==> config.mk <==
export PLATFORM = sky130hd
export DESIGN_NAME = reflet_gpio_multi
export DESIGN_NICKNAME = d
export VERILOG_FILES = /design/src/rtl/reflet_gpio_multi_pkg.sv /design/src/rtl/reflet_gpio_multi_sync.sv /design/src/rtl/reflet_gpio_multi.sv
export SDC_FILE = /design/constraint.sdc
export NUM_CORES = 1
export LEC_CHECK = 0
export CAP_MARGIN = 20
export CORE_MARGIN = 5
export CORE_UTILIZATION = 57
export DETAILED_ROUTE_END_ITERATION = 16
export PLACE_DENSITY = 0.89
export SLEW_MARGIN = 20
export SYNTH_ARGS = -nofsm -noshare
export SYNTH_HDL_FRONTEND = slang
export SYNTH_SLANG_ARGS = --single-unit
export TNS_END_PERCENT = 30
==> constraint.sdc <==
create_clock -name clk -period 9 [get_ports clk]
set_input_delay 0.9 -clock clk [delete_from_list [all_inputs] [get_ports clk]]
set_output_delay 0.9 -clock clk [all_outputs]
set_load 0.02 [all_outputs]
==> src/rtl/reflet_gpio_multi_pkg.sv <==
// Shared constants for the multi-pin GPIO peripheral: register group
// indices and the helpers that turn (group, byte) into a window offset.
package reflet_gpio_multi_pkg;

   // Register groups, each nb_pins/8 bytes wide, little-endian by pin index
   localparam int GRP_OUT     = 0;  // rw: pad output values
   localparam int GRP_DIR     = 1;  // rw: pad output enables, 1 = drive
   localparam int GRP_IN      = 2;  // ro: synchronised pad values
   localparam int GRP_RISE_EN = 3;  // rw: rising-edge interrupt enables
   localparam int GRP_FALL_EN = 4;  // rw: falling-edge interrupt enables
   localparam int GRP_PENDING = 5;  // rw1c: sticky edge flags

   localparam int NB_GROUPS = 6;

   // Size of the register window in bytes for nb bytes per group
   function automatic int window_size(input int nb);
      return NB_GROUPS * nb;
   endfunction

   // Byte offset of one byte of one group inside the window
   function automatic int reg_offset(input int grp, input int nb, input int byte_idx);
      return grp * nb + byte_idx;
   endfunction

endpackage

==> src/rtl/reflet_gpio_multi_sync.sv <==
// Input conditioning for the GPIO pads: a multi-flop synchroniser per pin,
// a one-cycle delayed copy for edge detection, and an arm counter that
// masks edges until the chain has flushed its reset contents.
module reflet_gpio_sync #(
   parameter int WIDTH  = 16,
   parameter int STAGES = 2     // 2..4
) (
   input  logic             clk,
   input  logic             reset,
   input  logic [WIDTH-1:0] gpi_i,
   output logic [WIDTH-1:0] synced_o,
   output logic [WIDTH-1:0] rise_o,
   output logic [WIDTH-1:0] fall_o
);

   // Pins high at reset look like rising edges while the chain fills with
   // real pad values; STAGES+1 cycles covers the chain plus the prev flop.
   localparam int ARM_MAX = STAGES + 1;
   localparam int ARM_W   = $clog2(ARM_MAX + 1);

   logic [STAGES-1:0][WIDTH-1:0] sync_q;
   logic [WIDTH-1:0]             prev_q;
   logic [ARM_W-1:0]             arm_q;
   logic [ARM_W-1:0]             arm_d;
   logic                         armed;

   assign synced_o = sync_q[STAGES-1];
   assign armed    = (arm_q == ARM_W'(ARM_MAX));
   assign arm_d    = armed ? arm_q : arm_q + 1'b1;

   assign rise_o = armed ? (synced_o & ~prev_q) : '0;
   assign fall_o = armed ? (~synced_o & prev_q) : '0;

   // Shift pads through the synchroniser, keep last synced value, run arm counter
   always_ff @(posedge clk or posedge reset) begin
      if (reset) begin
         sync_q <= '0;
         prev_q <= '0;
         arm_q  <= '0;
      end else begin
         // NOTE: non-blocking assignments make every flop sample the pre-edge
         // value, so the chain shifts by exactly one stage per clock.
         sync_q <= {sync_q[STAGES-2:0], gpi_i};
         prev_q <= synced_o;
         arm_q  <= arm_d;
      end
   end

endmodule

==> src/rtl/reflet_gpio_multi.sv <==
// Memory-mapped GPIO with nb_pins bidirectional pins on the byte-wide bus.
// Six register groups (OUT, DIR, IN, RISE_EN, FALL_EN, PENDING) are laid
// out back to back from base_addr; reads are combinational, writes land on
// the clock edge, and PENDING is write-1-to-clear with set taking priority.
module reflet_gpio_multi
   import reflet_gpio_multi_pkg::*;
#(
   parameter int                        wordsize       = 16,
   parameter int                        base_addr_size = 16,
   parameter logic [base_addr_size-1:0] base_addr      = 16'hFF00,
   parameter int                        nb_pins        = 16,  // multiple of 8, 8..64
   parameter int                        sync_stages    = 2    // 2..4
) (
   input  logic                      clk,
   input  logic                      reset,
   input  logic                      enable,
   output logic                      interrupt,
   input  logic [base_addr_size-1:0] addr,
   input  logic                      write_en,
   input  logic [wordsize-1:0]       data_in,
   output logic [wordsize-1:0]       data_out,
   input  logic [nb_pins-1:0]        gpi,
   output logic [nb_pins-1:0]        gpo,
   output logic [nb_pins-1:0]        gpo_oe
);

   localparam int NB = nb_pins / 8;
   localparam logic [base_addr_size-1:0] WIN = base_addr_size'(window_size(NB));

   logic [nb_pins-1:0] out_q,     out_d;
   logic [nb_pins-1:0] dir_q,     dir_d;
   logic [nb_pins-1:0] rise_en_q, rise_en_d;
   logic [nb_pins-1:0] fall_en_q, fall_en_d;
   logic [nb_pins-1:0] pending_q, pending_d;
   logic [nb_pins-1:0] clr;

   logic [nb_pins-1:0] synced;
   logic [nb_pins-1:0] rise;
   logic [nb_pins-1:0] fall;

   logic [base_addr_size-1:0] offset;
   logic                      sel;
   logic [7:0]                rd_byte;

   // Only the low byte of the bus carries data
   logic unused_data_hi;
   assign unused_data_hi = ^data_in[wordsize-1:8];

   assign offset = addr - base_addr;
   assign sel    = enable && (addr >= base_addr) && (offset < WIN);

   assign gpo       = out_q;
   assign gpo_oe    = dir_q;
   assign interrupt = |pending_q;

   reflet_gpio_sync #(
      .WIDTH  (nb_pins),
      .STAGES (sync_stages)
   ) u_sync (
      .clk      (clk),
      .reset    (reset),
      .gpi_i    (gpi),
      .synced_o (synced),
      .rise_o   (rise),
      .fall_o   (fall)
   );

   // Decode bus writes into next-state values and merge edges into PENDING
   always_comb begin
      // NOTE: every output gets a default before any condition, so no path
      // leaves a variable unassigned and no latch is inferred.
      out_d     = out_q;
      dir_d     = dir_q;
      rise_en_d = rise_en_q;
      fall_en_d = fall_en_q;
      clr       = '0;
      if (sel && write_en) begin
         for (int b = 0; b < NB; b++) begin
            if (offset == base_addr_size'(reg_offset(GRP_OUT, NB, b)))
               out_d[b*8 +: 8] = data_in[7:0];
            if (offset == base_addr_size'(reg_offset(GRP_DIR, NB, b)))
               dir_d[b*8 +: 8] = data_in[7:0];
            if (offset == base_addr_size'(reg_offset(GRP_RISE_EN, NB, b)))
               rise_en_d[b*8 +: 8] = data_in[7:0];
            if (offset == base_addr_size'(reg_offset(GRP_FALL_EN, NB, b)))
               fall_en_d[b*8 +: 8] = data_in[7:0];
            if (offset == base_addr_size'(reg_offset(GRP_PENDING, NB, b)))
               clr[b*8 +: 8] = data_in[7:0];
         end
      end
      // Set terms are OR-ed after the clear, so a same-cycle edge wins
      pending_d = (pending_q & ~clr) | (rise & rise_en_q) | (fall & fall_en_q);
   end

   // Combinational read mux; IN is the synchronised pad value (loopback)
   always_comb begin
      rd_byte = 8'h00;
      if (sel) begin
         for (int b = 0; b < NB; b++) begin
            if (offset == base_addr_size'(reg_offset(GRP_OUT, NB, b)))
               rd_byte = out_q[b*8 +: 8];
            if (offset == base_addr_size'(reg_offset(GRP_DIR, NB, b)))
               rd_byte = dir_q[b*8 +: 8];
            if (offset == base_addr_size'(reg_offset(GRP_IN, NB, b)))
               rd_byte = synced[b*8 +: 8];
            if (offset == base_addr_size'(reg_offset(GRP_RISE_EN, NB, b)))
               rd_byte = rise_en_q[b*8 +: 8];
            if (offset == base_addr_size'(reg_offset(GRP_FALL_EN, NB, b)))
               rd_byte = fall_en_q[b*8 +: 8];
            if (offset == base_addr_size'(reg_offset(GRP_PENDING, NB, b)))
               rd_byte = pending_q[b*8 +: 8];
         end
      end
   end

   // Zero-extend the selected byte onto the bus
   always_comb begin
      data_out      = '0;
      data_out[7:0] = rd_byte;
   end

   // Register file state; asynchronous reset clears everything
   always_ff @(posedge clk or posedge reset) begin
      if (reset) begin
         out_q     <= '0;
         dir_q     <= '0;
         rise_en_q <= '0;
         fall_en_q <= '0;
         pending_q <= '0;
      end else begin
         out_q     <= out_d;
         dir_q     <= dir_d;
         rise_en_q <= rise_en_d;
         fall_en_q <= fall_en_d;
         pending_q <= pending_d;
      end
   end

endmodule

==> summary.txt, run 1 <==
hold path cells -> 0
final hold viol count -> 0
Overall Global Routing Usage -> 27.3%
Fmax -> 0.196 GHz
count of cell types in the netlist -> 57
DIE AREA -> 0.0125 mm2
Fin Hold WS -> 347 ps
most used cell, CP -> clkdlybuf4s50_1
Seq/Total Area, Yosys -> 54.9%
Starting Density -> 57.9%
worst min path class -> register to register
Synth Cell Area -> 0.00592 mm2
syn_area_per_cell -> 11.5 um2
drt wl/cell -> 22.2 um
die height -> 112 um
final setup fails -> 0
Arr. time, crit path -> 4210 ps
min Tclk post-route -> 5110 ps
count of input and output buffers -> 84
slowest CP cell -> clkdlybuf4s50_1
max-cap violations -> 0
setup TNS -> 0 ps
worst-case reg-to-reg path depth -> 2
Critical Path Sink Type -> output pin
PostCTS Resize Cnt -> 0
top-count cell post-synth -> dfrtp_1
Via density -> 6.41
Routed Antenna Nets -> 0
Pwr Density -> 190 mW/mm2
Sink Count -> 130
RSZ-0062 raised after global routing -> no
Startpoint Class -> input port
top cells by area, synth -> dfrtp_1, mux2_2, o21ai_0, nand2_1, a22o_1
Final Cycle Share -> 56.7%
# nets final -> 645
Worst Skew -> 6.66 ps
die width -> 112 um
warning count from the yosys run -> 0
H-tree levels -> 4
global route overflow -> 0
critical path type -> input port to output pin
CTS tree -> yes
cells along the critical path -> clkdlybuf4s50_1, nand2b_1, nor2_1, and2_1, o311ai_0, a21oi_1, clkdlybuf4s50_1
max incr delay on CP -> 1010 ps
top_reg_cell synth -> dfrtp_1
Initial DRC Count -> 685
# diodes -> 0
Layout area overhead -> 25.8%
FF+latch count, synth -> 130
first-pass GRT wire length -> 26800 um
area share of the largest cell type after synthesis -> 54.9%
WL final -> 16500 um
hold buffer count at cts -> 0
Worst Tran Pin Value -> 1110 ps
IO Pins -> 101
final slew viol count -> 0
clock-pin slew on the worst setup and hold paths -> 60 ps
layout cell share with drive strength beyond 1 -> 18.8%
EDFF count, synth -> 0
crit-path max FO -> 22
worst path required time -> 8100 ps
Routability Congestion -> 0.907
postcts setup bufs -> 0
VDD IR max -> 0.151 mV
clock buffer depth -> 2
via count -> 4749
Max transition margin -> 25.5%
Root Buffer Master -> clkbuf_8
vias in the first global route -> 5080
status -> completed
Post-synth top cells -> dfrtp_1, mux2_2, nand2_1, o21ai_0, nor2_1
largest net degree at the start of global routing -> 90
Gate Count Post-Synth -> 517
First-pass DRT Iterations -> 5
total CTS buffers -> 17
initial antenna violation count -> 0
area leader, netlist -> dfrtp_1
Lkg Pwr -> 3.21 nW
# rows -> 37
Skew-Pair Late Insertion Delay -> 520 ps
ys async rst share -> 100%
layout filler cell count -> 683
DP Wirelength -> 10500 um
residual DRC count -> 0
core area -> 0.0102 mm2
[worst paths after layout]
check | from | to | slack, ps
max in group asynchronous | reset | pending_q[8]$_DFF_PP0_ | 7080
setup reg to reg | u_sync.arm_q[0]$_DFFE_PP0P_ | u_sync.arm_q[1]$_DFFE_PP0P_ | 7280
hold / removal | u_sync.sync_q[4]$_DFF_PP0_ | u_sync.synced_o[4]$_DFF_PP0_ | 350
hold reg to reg | u_sync.sync_q[4]$_DFF_PP0_ | u_sync.synced_o[4]$_DFF_PP0_ | 350
min in group asynchronous | reset | fall_en_q[2]$_DFFE_PP0P_ | 780
setup / recovery | addr[3] | data_out[4] | 3890
[cell usage in the layout (no fill, tap or decap), types with 7 or more instances in the layout]
master | netlist | final
nand3b_1 | 14 | 14
nand2b_1 | 7 | 7
dfrtp_1 | 130 | 130
mux2_2 | 67 | 67
clkdlybuf4s50_1 | 0 | 83
a2bb2oi_1 | 8 | 8
a22o_1 | 17 | 17
nand2_1 | 45 | 45
o21ai_0 | 35 | 35
nor2b_1 | 12 | 12
nor2_1 | 23 | 23
conb_1 | 1 | 8
o22ai_1 | 7 | 7
a21oi_1 | 21 | 21
clkbuf_16 | 0 | 16
[kinds of logic (layout without fill, tap and decap cells)]
logic type	after synthesis	count (layout)	synth area share (%)
and+or+nand+nor	137	137	12.4
AOI/OAI and AO/OA	128	128	14.8
other	1	8	0.0633
buffers and inverters	46	127	3.49
xor gates and xnor gates	2	2	0.296
muxes	72	72	13.8
adders and majority gates	1	1	0.211
DFF	130	130	54.9
[metal layers]
| metal | wire length (um) | track usage, % | up-vias |
|---|---|---|---|
| met1 | 6540 | 35.7 | 2349 |
| met2 | 7740 | 42.1 | 294 |
| met5 | 0 | 0 | - |
| li1 | - | - | 2034 |
| met4 | 706 | 12.7 | 0 |
| met3 | 1480 | 8.42 | 72 |
[critical path, delay by kind of cell]
family                 cells  cell delay [ps]
and+or+nand+nor            3              970
buffers and inverters      2             1600
AOI/OAI and AO/OA          2              740
[sequential cells by signal (all words and copies together) (netlist names)]
name / flops
fall_en_q: 16
gpo: 16
gpo_oe: 16
pending_q: 16
rise_en_q: 16
u_sync.arm_q: 2
u_sync.prev_q: 16
u_sync.sync_q: 16
u_sync.synced_o: 16
[stage by stage]
| stage | instance area (um2) | setup slack [ps] | utilization, % | std cells | total power [mW] |
|---|---|---|---|---|---|
| after detailed placement | 6810 | 4020 | 66.6 | 709 | 0.694 |
| after floorplan | 5950 | 4630 | - | 524 | 0.661 |
| final | 7450 | 3890 | 72.8 | 741 | 1.42 |
| after CTS | 7440 | 3990 | 72.8 | 741 | 1.42 |
| after global routing | 7450 | 3750 | 72.8 | 741 | 1.45 |
| after global placement | 6810 | 3980 | 66.6 | 709 | 0.691 |
[layout make-up]
cell class,count,area (um2),share of cell area (%)
inverter,7,28.8,0.386
clock inverter,11,173,2.32
sequential,130,3250,43.7
timing repair buffer,88,870,11.7
multi-input combinational,348,2490,33.5
clock buffer,21,459,6.16
tap,136,170,2.28
[report_power, final]
group	leakage, nW	switching (mW)	internal (mW)	total, mW
Sequential	1.70	0.00686	0.596	0.603
Clock	0.309	0.257	0.474	0.730
Combinational	1.21	0.0514	0.0318	0.0831
No activity file was read; power rests on OpenSTA's default activity.
==> run 2, diff against run 1 <==
--- a/config.mk
+++ b/config.mk
@@ -7,9 +7,9 @@
 export LEC_CHECK = 0
 export CAP_MARGIN = 20
 export CORE_MARGIN = 5
-export CORE_UTILIZATION = 57
+export CORE_UTILIZATION = 53
 export DETAILED_ROUTE_END_ITERATION = 16
-export PLACE_DENSITY = 0.89
+export PLACE_DENSITY = 0.84
 export SLEW_MARGIN = 20
 export SYNTH_ARGS = -nofsm -noshare
 export SYNTH_HDL_FRONTEND = slang
==> constraint.sdc (replaced) <==
create_clock -name clk -period 5.3 [get_ports clk]
set_input_delay 0.53 -clock clk [delete_from_list [all_inputs] [get_ports clk]]
set_output_delay 0.53 -clock clk [all_outputs]
set_load 0.02 [all_outputs]
==> run 2 against run 1 <==
Wire length fell by 0.53%; global-route usage fell by 1.7 points; non-clock buffer count rose by 7; power rose by 60%; register-to-register slack got worse by 3600 ps; final cell count rose by 1.3%; combinational power rose by 72%; clock power rose by 52%; critical path type unchanged; critical path depth did not move; worst setup slack got worse by 2900 ps; critical endpoint unchanged; hold slack got worse by 0.88 ps; clock skew rose by 4.4 ps; largest cell class unchanged.
==> summary.txt, run 2 (same netlist as run 1, synthesis figures left out) <==
Root Buffer Master -> clkbuf_8 (unchanged)
Worst Skew -> 11.1 ps (was 6.66 ps)
Starting Density -> 54.4% (was 57.9%)
most common cell after layout, fill and taps aside -> dfrtp_1 (unchanged)
# diodes -> 0 (unchanged)
cells along the critical path -> clkdlybuf4s50_1, nand2b_1, o41ai_1, nor2_1, o311ai_0, a21oi_1, clkdlybuf4s50_1 (was clkdlybuf4s50_1, nand2b_1, nor2_1, and2_1, o311ai_0, a21oi_1, clkdlybuf4s50_1)
commonest non-fill, non-tap cells in the layout -> dfrtp_1, clkdlybuf4s50_1, mux2_2 (unchanged)
Initial DRC Count -> 433 (was 685)
DP Wirelength -> 11100 um (was 10500 um)
Arr. time, crit path -> 3820 ps (was 4210 ps)
First-pass DRT Iterations -> 4 (was 5)
Worst Tran Pin Value -> 980 ps (was 1110 ps)
DIE AREA -> 0.0134 mm2 (was 0.0125 mm2)
critical path type -> input port to output pin (unchanged)
footprint of the multi-input gates -> 0.00249 mm2 (about the same)
core area -> 0.0109 mm2 (was 0.0102 mm2)
Routed Antenna Nets -> 0 (unchanged)
DP Cell Count -> 720 (was 709)
Critical Path Sink Type -> output pin (unchanged)
max incr delay on CP -> 1000 ps (was 1010 ps)
via count -> 4732 (was 4749)
slowest CP cell -> clkdlybuf4s50_1 (unchanged)
die width -> 116 um (was 112 um)
RSZ-0062 raised after global routing -> no (unchanged)
worst path required time -> 4770 ps (was 8100 ps)
Post-DP Area -> 0.00686 mm2 (was 0.00681 mm2)
layout cell share with drive strength beyond 1 -> 19.5% (was 18.8%)
Pwr Density -> 306 mW/mm2 (was 190 mW/mm2)
die height -> 116 um (was 112 um)
Final Instance Count excl. Fillers -> 751 (was 741)
postcts setup bufs -> 0 (unchanged)
vias in the first global route -> 4738 (was 5080)
setup TNS -> 0 ps (unchanged)
worst min path class -> register to register (unchanged)
layout filler cell count -> 799 (was 683)
clock buffer depth -> 2 (unchanged)
Via density -> 6.30 (was 6.41)
register area -> 0.00325 mm2 (unchanged)
residual DRC count -> 0 (unchanged)
final instance area -> 0.00742 mm2 (was 0.00745 mm2)
status -> completed (unchanged)
first-pass GRT wire length -> 25600 um (was 26800 um)
initial antenna violation count -> 0 (unchanged)
HP Start -> u_sync.sync_q[3]$_DFF_PP0_ (was u_sync.sync_q[4]$_DFF_PP0_)
count of input and output buffers -> 84 (unchanged)
Sink Count -> 130 (unchanged)
min Tclk post-route -> 4350 ps
Worst path top cell family by delay -> buffers and inverters (unchanged)
max-cap violations -> 0 (unchanged)
Lkg Pwr -> 3.21 nW (about the same)
Overall Power -> 2.27 mW (was 1.42 mW)
worst setup path startpoint -> addr[2] (was addr[3])
# nets final -> 652 (was 645)
IO Pins -> 101 (unchanged)
Fmax -> 0.230 GHz
largest net degree at the start of global routing -> 83 (was 90)
final setup fails -> 0 (unchanged)
Routability Congestion -> 0.921 (was 0.907)
global route overflow -> 0 (unchanged)
clock-pin slew on the worst setup and hold paths -> 60 ps (about the same)
reg2reg start -> u_sync.arm_q[0]$_DFFE_PP0P_ (unchanged)
CTS tree -> yes (unchanged)
most used cell, CP -> clkdlybuf4s50_1 (unchanged)
PostCTS Resize Cnt -> 0 (unchanged)
VDD IR max -> 0.332 mV (was 0.151 mV)
total CTS buffers -> 17 (unchanged)
Layout area overhead -> 25.3% (was 25.8%)
Overall Global Routing Usage -> 25.6% (was 27.3%)
WL final -> 16400 um (was 16500 um)
Startpoint Class -> input port (unchanged)
crit-path max FO -> 18 (was 22)
H-tree levels -> 4 (unchanged)
# rows -> 38 (was 37)
final slew viol count -> 0 (unchanged)
Skew-Pair Late Insertion Delay -> 530 ps (was 520 ps)
WP buf/inv -> 2 (unchanged)
drt wl/cell -> 21.8 um (was 22.2 um)
final hold viol count -> 0 (unchanged)
Final Cycle Share -> 82.1%
Max transition margin -> 34.1% (was 25.5%)
hold buffer count at cts -> 0 (unchanged)
==> run 2: changes by cell type in the layout (fill, tap and decap cells not counted) <==
cell / delta
buf_4: +8
buf_6: -1
bufinv_16: -2
clkbuf_8: -3
clkinv_2: +2
clkinv_4: +1
clkinvlp_4: +2
inv_4: -1
nor4_1: +1
nor4_2: -1
==> run 2: power by group <==
group	leakage, nW	switching [mW]	total [mW]	internal (mW)
clock network	0.267	0.441	1.11	0.665
logic	1.24	0.0875	0.143	0.0559
registers	1.70	0.0117	1.02	1.01
==> run 2: cell type report <==
cell class | instances | area share, %
Timing Repair Buffer | 95 | 12.4
Clock buffer | 18 | 5.63
Clock inverter | 13 | 1.85
Sequential cell | 130 | 43.8
Tap cell | 140 | 2.36
Inverter | 7 | 0.421
Multi-Input combinational cell | 348 | 33.5
==> run 2: final timing paths <==
kind / endpoint / slack (ps) / cells past startpoint
max reg2reg: u_sync.arm_q[1]$_DFFE_PP0P_ / 3680 / 2
max: data_out[4] / 950 / 7
min reg2reg: u_sync.synced_o[3]$_DFF_PP0_ / 350 / 0
min: u_sync.synced_o[3]$_DFF_PP0_ / 350 / 0
max in group asynchronous: fall_en_q[12]$_DFFE_PP0P_ / 3710 / 3
min in group asynchronous: gpo_oe[2]$_DFFE_PP0P_ / 490 / 2
==> run 2: worst register-to-register path: cells and delay by family, from the launching register on <==
kind	cells	cell delay [ps]
DFF	1	370
muxes	1	410
adders and majority gates	1	730
==> run 2: metal layers <==
metal | track usage (%) | vias up | share of wire [%]
met5 | 0 | - | 0
met4 | 9.59 | 0 | 2.2
met3 | 6.06 | 35 | 8.1
met2 | 40.5 | 274 | 48
met1 | 34.8 | 2369 | 42
li1 | - | 2054 | -
==> run 2: per-stage QoR <==
stage | setup slack (ps) | hold WS, ps | utilization [%]
after floorplan | 1300 | 331 | -
after global placement | 1090 | 332 | 63.0
after detailed placement | 1090 | 335 | 63.0
after CTS | 1080 | 349 | 68.1
after global routing | 796 | 354 | 68.2
final | 948 | 346 | 68.2
==> run 3, diff against run 2 <==
--- a/config.mk
+++ b/config.mk
@@ -7,9 +7,9 @@
 export LEC_CHECK = 0
 export CAP_MARGIN = 20
 export CORE_MARGIN = 5
-export CORE_UTILIZATION = 53
+export CORE_UTILIZATION = 48
 export DETAILED_ROUTE_END_ITERATION = 16
-export PLACE_DENSITY = 0.84
+export PLACE_DENSITY = 0.8
 export SLEW_MARGIN = 20
 export SYNTH_ARGS = -nofsm -noshare
 export SYNTH_HDL_FRONTEND = slang
==> constraint.sdc (replaced) <==
create_clock -name clk -period 3.6 [get_ports clk]
set_input_delay 0.36 -clock clk [delete_from_list [all_inputs] [get_ports clk]]
set_output_delay 0.36 -clock clk [all_outputs]
set_load 0.02 [all_outputs]
==> run 3 against run 2 <==
Final cell count up 6.4%; clock skew down 6.2 ps; sequential power up 48%; via count up 0.36%.
==> summary.txt, run 3 (same netlist as run 1, synthesis figures left out) <==
most used routing layer -> met2 (unchanged)
Lkg Pwr -> 3.34 nW (was 3.21 nW)
VDD IR max -> 0.332 mV (about the same)
DIE AREA -> 0.0147 mm2 (was 0.0134 mm2)
final hold viol count -> 0 (unchanged)
final setup fails -> 0 (unchanged)
core area -> 0.0121 mm2 (was 0.0109 mm2)
Max transition margin -> 39.7% (was 34.1%)
commonest non-fill, non-tap cells in the layout -> dfrtp_1, clkdlybuf4s50_1, mux2_2 (unchanged)
DP Wirelength -> 11500 um (was 11100 um)
via count -> 4749 (was 4732)
H-tree levels -> 4 (unchanged)
worst setup path startpoint -> addr[2] (unchanged)
First-pass DRT Iterations -> 5 (was 4)
P_int -> 2.75 mW (was 1.73 mW)
Startpoint Class -> input port (unchanged)
total CTS buffers -> 17 (unchanged)
clock share of power -> 50.3% (was 48.7%)
WL final -> 16600 um (was 16400 um)
global-route track usage on met3 -> 6.62% (was 6.06%)
RSZ-0062 raised after global routing -> no (unchanged)
Overall Global Routing Usage -> 24.0% (was 25.6%)
Critical Path Sink Type -> output pin (unchanged)
WP buf/inv -> 3 (was 2)
M2 GR Usage -> 36.9% (was 40.5%)
clock buffer depth -> 2 (unchanged)
vias in the first global route -> 4868 (was 4738)
Final Cycle Share -> 98.2%
setup TNS -> 0 ps (unchanged)
count of input and output buffers -> 84 (unchanged)
worst min path class -> input port to async pin (was register to register)
Worst Tran Pin Value -> 905 ps (was 980 ps)
critical path type -> input port to output pin (unchanged)
final instance area -> 0.00769 mm2 (was 0.00742 mm2)
largest net degree at the start of global routing -> 85 (was 83)
clock-pin slew on the worst setup and hold paths -> 50 ps (was 60 ps)
worst path required time -> 3240 ps (was 4770 ps)
postcts setup bufs -> 0 (unchanged)
initial antenna violation count -> 0 (unchanged)
Skew-Pair Late Insertion Delay -> 420 ps (was 530 ps)
Root Buffer Master -> clkbuf_16 (was clkbuf_8)
global route overflow -> 0 (unchanged)
Final Instance Count excl. Fillers -> 799 (was 751)
max-cap violations -> 0 (unchanged)
GR met1 Demand/Resource -> 31.8% (was 34.8%)
Sink Count -> 130 (unchanged)
# rows -> 40 (was 38)
Worst Skew -> 4.89 ps (was 11.1 ps)
most used cell, CP -> clkdlybuf4s50_1 (unchanged)
Post-DP Area -> 0.00708 mm2 (was 0.00686 mm2)
status -> completed (unchanged)
residual DRC count -> 0 (unchanged)
Fin Hold WS -> 239 ps (was 346 ps)
layout cell share with drive strength beyond 1 -> 22.5% (was 19.5%)
IO Pins -> 101 (unchanged)
Net Sw Frac -> 21.0% (was 23.8%)
slowest CP cell -> clkdlybuf4s50_1 (unchanged)
Fmax -> 0.283 GHz
Via density -> 5.94 (was 6.30)
most common cell after layout, fill and taps aside -> dfrtp_1 (unchanged)
die height -> 121 um (was 116 um)
cells along the critical path -> clkdlybuf4s50_1, nor2b_1, buf_4, a32o_1, nand2_1, a31o_2, a21oi_1, clkdlybuf4s50_1 (was clkdlybuf4s50_1, nand2b_1, o41ai_1, nor2_1, o311ai_0, a21oi_1, clkdlybuf4s50_1)
max incr delay on CP -> 790 ps (was 1000 ps)
crit-path max FO -> 11 (was 18)
# nets final -> 674 (was 652)
Comb pwr share -> 6.4% (was 6.3%)
die width -> 121 um (was 116 um)
Pwr Density -> 452 mW/mm2 (was 306 mW/mm2)
CTS tree -> yes (unchanged)
Routability Congestion -> 0.952 (was 0.921)
pre-CTS setup slack -> 58.7 ps (was 1090 ps)
# diodes -> 0 (unchanged)
Initial DRC Count -> 531 (was 433)
final slew viol count -> 0 (unchanged)
first-pass GRT wire length -> 26800 um (was 25600 um)
Routed Antenna Nets -> 0 (unchanged)
Starting Density -> 49.1% (was 54.4%)
final setup margin -> 65.9 ps (was 948 ps)
min Tclk post-route -> 3530 ps
Layout area overhead -> 29.9% (was 25.3%)
Switch Pwr -> 0.731 mW (was 0.540 mW)
drt wl/cell -> 20.7 um (was 21.8 um)
sequential fraction of design power -> 43.3% (was 45.0%)
reg2reg start -> u_sync.arm_q[0]$_DFFE_PP0P_ (unchanged)
DP Cell Count -> 770 (was 720)
Worst path top cell family by delay -> buffers and inverters (unchanged)
Arr. time, crit path -> 3170 ps (was 3820 ps)
## run 3: stage by stage
stage | utilization [%] | total power, mW
floorplan | - | 1.65
global placement | 58.7 | 1.74
detailed placement | 58.7 | 1.75
CTS | 63.7 | 3.51
global route | 63.8 | 3.59
finish | 63.8 | 3.48
## run 3: cell type report
class / instances / area (um2)
sequential: 130 / 3250
fill: 969 / 4370
inverter: 7 / 30.0
multi-input combinational: 348 / 2500
clock inverter: 5 / 100
clock buffer: 24 / 502
timing repair buffer: 117 / 1100
tap: 168 / 210
## run 3: worst register-to-register path, delay by kind of cell (launching register included)
| family | cells | cell delay (ps) |
|---|---|---|
| adders and majority gates | 1 | 760 |
| muxes | 1 | 420 |
| DFF | 1 | 360 |
## run 3: power by group through the flow
stage	logic (mW)	registers, mW	clock network [mW]
floorplan	0.127	1.53	0
detailed placement	0.220	1.53	0
global route	0.241	1.51	1.84
finish	0.223	1.51	1.75
CTS	0.221	1.51	1.78
global placement	0.215	1.53	0
## run 3: per-layer routing
metal,part of all wire [%],up-vias
li1,-,2085
met1,42,2400
met2,48,224
met3,7.7,40
met4,2.6,0
met5,0,-
## run 3: repair_timing
item | CTS | global route
hold buffers | 0 | 0
gates resized for setup | 0 | 4
endpoints found under the setup margin | 0 | 4
## run 3: final timing paths
kind,end,slack (ps),depth (start not counted)
max,data_out[0],70,8
min,u_sync.sync_q[2]$_DFF_PP0_,240,2
max reg2reg,u_sync.arm_q[1]$_DFFE_PP0P_,1940,2
min reg2reg,u_sync.synced_o[4]$_DFF_PP0_,350,0
max in group asynchronous,u_sync.synced_o[12]$_DFF_PP0_,2640,3
min in group clk,u_sync.synced_o[4]$_DFF_PP0_,350,0
